<file path="config.mk">
export PLATFORM = sky130hd
export DESIGN_NAME = mem_ctrl
export DESIGN_NICKNAME = d
export VERILOG_FILES = /design/src/rtl/mem_pkg.sv /design/src/rtl/mem_arbiter.sv /design/src/rtl/mem_ctrl.sv
export SDC_FILE = /design/constraint.sdc
export NUM_CORES = 1
export LEC_CHECK = 0
export ABC_AREA = 1
export CAP_MARGIN = 20
export CORE_MARGIN = 3
export CORE_UTILIZATION = 44
export CTS_CLUSTER_DIAMETER = 200
export DETAILED_ROUTE_END_ITERATION = 6
export GPL_TIMING_DRIVEN = 0
export HOLD_SLACK_MARGIN = 0.1
export PLACE_DENSITY = 0.86
export SKIP_LAST_GASP = 1
export SLEW_MARGIN = 20
export SYNTH_ARGS = -nofsm -noshare
export SYNTH_HDL_FRONTEND = slang
export SYNTH_HIERARCHICAL = 1
export SYNTH_SLANG_ARGS = --single-unit
</file>
<file path="constraint.sdc">
create_clock -name clk -period 2.6 [get_ports clk]
set_input_delay 0.26 -clock clk [delete_from_list [all_inputs] [get_ports clk]]
set_output_delay 0.26 -clock clk [all_outputs]
set_load 0.005 [all_outputs]
</file>
<file path="src/rtl/mem_pkg.sv">
// Shared definitions for the byte-wide memory controller: FSM state
// encoding, client identifiers and default bus widths.
package mem_pkg;

    typedef enum logic [1:0] {
        IDLE = 2'd0,
        BUSY = 2'd1,
        WAIT = 2'd2,
        DONE = 2'd3
    } state_t;

    // Client ids double as bit positions in the one-hot grant vector.
    localparam logic CLIENT_IC = 1'b0;
    localparam logic CLIENT_DC = 1'b1;

    localparam int DEFAULT_ADDR_W = 32;
    localparam int DEFAULT_DATA_W = 8;

endpackage

</file>
<file path="src/rtl/mem_arbiter.sv">
// Two-client arbiter for mem_ctrl. Produces a one-hot grant
// (bit CLIENT_IC / bit CLIENT_DC).
// Build option MEM_CTRL_RR_ARB_EN: round-robin between the two clients
// using a last-grant register; otherwise the data cache has fixed priority
// and the arbiter is purely combinational.
module mem_arbiter
    import mem_pkg::*;
(
`ifdef MEM_CTRL_RR_ARB_EN
    input  logic       clk,
    input  logic       rst,
    input  logic       grant_en_i,
`endif
    input  logic       ic_req_i,
    input  logic       dc_req_i,
    output logic [1:0] gnt_o
);

`ifdef MEM_CTRL_RR_ARB_EN
    logic last_q;

    // Under contention, hand the bus to whichever client was not served last.
    always_comb begin
        gnt_o = '0;
        if (ic_req_i && dc_req_i) begin
            if (last_q == CLIENT_IC) gnt_o[CLIENT_DC] = 1'b1;
            else                     gnt_o[CLIENT_IC] = 1'b1;
        end else if (dc_req_i) begin
            gnt_o[CLIENT_DC] = 1'b1;
        end else if (ic_req_i) begin
            gnt_o[CLIENT_IC] = 1'b1;
        end
    end

    // Remember who won each grant; starts as icache so dcache wins first.
    always_ff @(posedge clk) begin
        if (rst) begin
            last_q <= CLIENT_IC;
        end else if (grant_en_i) begin
            last_q <= gnt_o[CLIENT_DC] ? CLIENT_DC : CLIENT_IC;
        end
    end
`else
    // Fixed priority: dcache always beats icache.
    always_comb begin
        gnt_o = '0;
        if (dc_req_i)      gnt_o[CLIENT_DC] = 1'b1;
        else if (ic_req_i) gnt_o[CLIENT_IC] = 1'b1;
    end
`endif

endmodule

</file>
<file path="src/rtl/mem_ctrl.sv">
// Byte-wide RAM controller shared by an instruction cache and a data cache.
// Every transaction takes a fixed four cycles (IDLE, BUSY, WAIT, DONE), so a
// held request is serviced once every four cycles.
// Build option MEM_CTRL_RR_ARB_EN selects round-robin arbitration in
// mem_arbiter; by default the data cache has fixed priority.
//
//  state | meaning
//  ------+---------------------------------------------------------------
//  IDLE  | sample requests; RAM address/data hold, ram_wr low
//  BUSY  | RAM address (and write strobe for writes) presented
//  WAIT  | RAM read data valid on ram_din
//  DONE  | done_o of the granted client high for this single cycle
module mem_ctrl
    import mem_pkg::*;
#(
    parameter int ADDR_W = DEFAULT_ADDR_W,
    parameter int DATA_W = DEFAULT_DATA_W
) (
    input  logic              clk,
    input  logic              rst,

    input  logic              ic_request_i,
    input  logic [ADDR_W-1:0] ic_addr_i,
    output logic [DATA_W-1:0] ic_data_o,
    output logic              ic_done_o,

    input  logic              dc_request_i,
    input  logic              dc_we_i,
    input  logic [ADDR_W-1:0] dc_addr_i,
    input  logic [DATA_W-1:0] dc_data_i,
    output logic [DATA_W-1:0] dc_data_o,
    output logic              dc_done_o,

    output logic [ADDR_W-1:0] ram_a,
    output logic              ram_wr,
    output logic [DATA_W-1:0] ram_dout,
    input  logic [DATA_W-1:0] ram_din
);

    state_t state_q;
    logic   client_q;
    logic   we_q;
    logic [1:0] gnt;

`ifdef MEM_CTRL_RR_ARB_EN
    logic grant_en;

    // The last-grant register only advances when a grant is actually taken.
    always_comb begin
        grant_en = (state_q == IDLE) && (ic_request_i || dc_request_i);
    end

    mem_arbiter u_arb (
        .clk        (clk),
        .rst        (rst),
        .grant_en_i (grant_en),
        .ic_req_i   (ic_request_i),
        .dc_req_i   (dc_request_i),
        .gnt_o      (gnt)
    );
`else
    mem_arbiter u_arb (
        .ic_req_i   (ic_request_i),
        .dc_req_i   (dc_request_i),
        .gnt_o      (gnt)
    );
`endif

    // Transaction FSM; RAM strobes, done pulses and read data are registered.
    // ram_a/ram_dout double as the latched address and write byte.
    always_ff @(posedge clk) begin
        if (rst) begin
            state_q   <= IDLE;
            client_q  <= CLIENT_IC;
            we_q      <= 1'b0;
            ram_a     <= '0;
            ram_wr    <= 1'b0;
            ram_dout  <= '0;
            ic_done_o <= 1'b0;
            dc_done_o <= 1'b0;
            ic_data_o <= '0;
            dc_data_o <= '0;
        end else begin
            ram_wr    <= 1'b0;
            ic_done_o <= 1'b0;
            dc_done_o <= 1'b0;
            case (state_q)
                IDLE: begin
                    if (gnt[CLIENT_DC]) begin
                        client_q <= CLIENT_DC;
                        we_q     <= dc_we_i;
                        ram_a    <= dc_addr_i;
                        ram_dout <= dc_data_i;
                        ram_wr   <= dc_we_i;
                        state_q  <= BUSY;
                    end else if (gnt[CLIENT_IC]) begin
                        client_q <= CLIENT_IC;
                        we_q     <= 1'b0;
                        ram_a    <= ic_addr_i;
                        state_q  <= BUSY;
                    end
                end
                BUSY: begin
                    state_q <= WAIT;
                end
                WAIT: begin
                    // A write leaves data_o untouched; only reads return a byte.
                    if (client_q == CLIENT_DC) begin
                        dc_done_o <= 1'b1;
                        if (!we_q) dc_data_o <= ram_din;
                    end else begin
                        ic_done_o <= 1'b1;
                        ic_data_o <= ram_din;
                    end
                    state_q <= DONE;
                end
                DONE: begin
                    state_q <= IDLE;
                end
                default: begin
                    state_q <= IDLE;
                end
            endcase
        end
    end

endmodule

</file>
==> impl_metrics.tcl <==
set metrics [dict create \
    run_status "completed" \
    fmax_ghz 0.630 \
    crit_arrival_ns 1.81 \
    synth_sequential_area_ratio_pct 43.2 \
    synth_top_area_share_pct 43.2 \
    dr.pass1.iters 4 \
    timing.final.crit_share_pct 61.1 \
    grt_pass1_vias 2971 \
    clk_latency_ns 0.34 \
    synthMuxAreaShare_pct 0 \
    htreeDepth 3 \
    clk_pin_slew_ns 0.07 \
    avgRoutedWirePerCell_um 11.5 \
    worstPathMaxFanout 10 \
    cts.sinks 63 \
    antenna_found_initial 0 \
    synthFlopType "dfxtp_1" \
    synthSimpleGateAreaFrac_pct 40.4 \
    wl_mm 8.09 \
    synth.avg_cell_area_um2 6.25 \
    vdd_ir_drop_max_mv 0.474 \
    async_reset_ff_share_pct 0 \
    yosys_warnings 6 \
    top_usage_layer "met2" \
    max_cap_violations 0 \
    syn2layout_area_growth_pct 59.9 \
    grt_first_pass_wirelength_mm 13.0 \
    gp_congestion 0.779 \
    synth_top_family_by_area "simple AND/OR/NAND/NOR gates" \
    cp.required_ns 2.82 \
    hpwlAfterDp_mm 6.15 \
    grt_use_total_pct 21.3 \
    synth_compound_gate_area_share_pct 3.39 \
    dp_slack_ns 0.730 \
    cts_tree "yes" \
    ant_nets 0 \
    die_h_um 87.4 \
    fp-row-count 29 \
    finClkSkew_ns 0.00698 \
    maxSlewViolCount 0 \
    setup_slack_ns 1.01 \
    cellPowerDensity_nw_per_um2 863 \
    grt_use_met2_pct 36.7 \
    insertedDiodeCount 0 \
    ctsHoldBuffers 0 \
    relSlewSlack_pct 67.9 \
    worst_pin_slew_ns 0.481 \
    grt.met1_usage_pct 24.3 \
    fin_crit_ns 1.59 \
    vias 3168 \
    yosys.area.top_type "dfxtp_1" \
    synth_nets 556 \
    io_buffers 143 \
    synth.distinct_cells 19 \
    syn_inst 467 \
    crit_type "reg -> reg" \
    synthTopCellsByArea "dfxtp_1, nand2_1, nor2_1" \
    post-cts-setup-buffer-count 0 \
    synth-edff-count 0 \
    drive_above_1_share_pct 5.75 \
    ioPinCount 144 \
    gr-total-overflow 0 \
    cts_buffer_depth 2 \
    end_kind "register" \
    nNetsFinal 710 \
    die_area_um2 7640 \
    grtUsageMet3_pct 6.81 \
    grt_start_max_net_pins 13 \
    postSynthRegisterBits 63 \
    synthAdderAreaFrac_pct 1.72 \
    cts_root_buffer "clkbuf_8" \
    initial_core_util_pct 45.7 \
    viasPerCell 4.51 \
    finalSetupViolCount 0 \
    syn_area_um2 2920 \
    cts_resized 0 \
    hp-class "reg -> reg" \
    startpoint_type "register" \
    hold_viol_final 0 \
    core_um2 6390 \
    fp.dieW_um 87.4 \
    leakage_nw 2.25 \
    cts_made_buffers 9 \
    reg2reg_slack_ns 1.01 \
    fin_tns_setup_ns 0 \
    drc 0 \
    first_iter_violations 65 \
    rsz0062_at_grt "false" \
    synth_xor_area_share_pct 0 \
]
[state kept, by name, summed over array words and instances, names as in the netlist]
name	flops
client_q	1
dc_data_o	8
dc_done_o	1
ic_data_o	8
ic_done_o	1
ram_a	32
ram_dout	8
ram_wr	1
state_q	2
we_q	1
[cells in the mapped netlist (2+ instances only)]
library cell,count
clkbuf_1,6
nand3_1,2
nand4_1,2
clkinv_1,2
inv_1,47
nand2_1,182
ha_1,4
dfxtp_1,63
buf_2,9
nor2_1,119
o21ai_0,18
buf_6,6
[cell families after synthesis]
| kind of cell | after synthesis |
|---|---|
| flip-flops | 63 |
| AND/OR/NAND/NOR | 309 |
| adder cells (fa/ha/maj) | 4 |
| buffers and inverters | 72 |
| AO/OA/AOI/OAI | 19 |
[worst max-delay path: stages (launching register included)]
cell and delay [ns]:
dfxtp_1 0.35, inv_1 0.08, ha_1 0.25, nand2_1 0.26, clkinv_1 0.30, nand2_1 0.15, o21ai_0 0.07
[through the flow]
stage	power (mW)	util [%]	hold WS [ns]	instance area (µm²)	cells
2_1_floorplan	2.27	-	0.332	2920	467
3_3_place_gp	3.07	69.6	0.456	4450	687
3_5_place_dp	3.12	69.6	0.466	4450	687
4_1_cts	4.07	73.1	0.477	4670	703
5_1_grt	4.36	73.1	0.497	4670	703
6_report	4.03	73.1	0.478	4670	703
[layout make-up]
cell class / instances / area (µm²)
Inverter: 50 / 188
Fill cell: 534 / 1720
Sequential cell: 63 / 1260
Clock inverter: 7 / 97.6
Buffer: 22 / 143
Clock buffer: 9 / 124
Timing Repair Buffer: 143 / 1430
Tap cell: 77 / 96.3
Multi-Input combinational cell: 332 / 1330
[layout by cell type, fill, tap and decap left out]
| cell | n |
|---|---|
| nor3_1 | 1 |
| nand2_1 | 182 |
| clkinvlp_4 | 2 |
| clkbuf_1 | 6 |
| buf_2 | 9 |
| ha_1 | 4 |
| o21ai_2 | 1 |
| inv_2 | 1 |
| clkdlybuf4s50_1 | 143 |
| clkbuf_8 | 9 |
| buf_4 | 1 |
| nor2_2 | 1 |
| nand4_1 | 2 |
| nor2_1 | 119 |
| bufinv_16 | 2 |
| or2_2 | 1 |
| clkinv_4 | 2 |
| buf_6 | 6 |
| inv_1 | 47 |
| o21ai_0 | 18 |
| nand3_1 | 2 |
| clkinv_1 | 2 |
| clkinv_2 | 1 |
| nand3b_1 | 1 |
| dfxtp_1 | 63 |
[worst paths after layout]
kind | startpoint | end | cells after the start
max | state_q[1] | we_q | 6
min | client_q | dc_done_o | 2
max reg2reg | state_q[1] | we_q | 6
min reg2reg | client_q | dc_done_o | 2
[routing by layer]
layer	vias to the layer above	routed length, µm
met5	-	0
li1	1679	-
met2	101	3810
met4	0	133
met3	12	746
met1	1376	3400
[power by group]
group          internal (mW)  switching (mW)
sequential              1.25           0.138
combinational          0.905           0.794
clock                  0.541           0.397
Note: power is estimated with default switching activity, not from simulation.
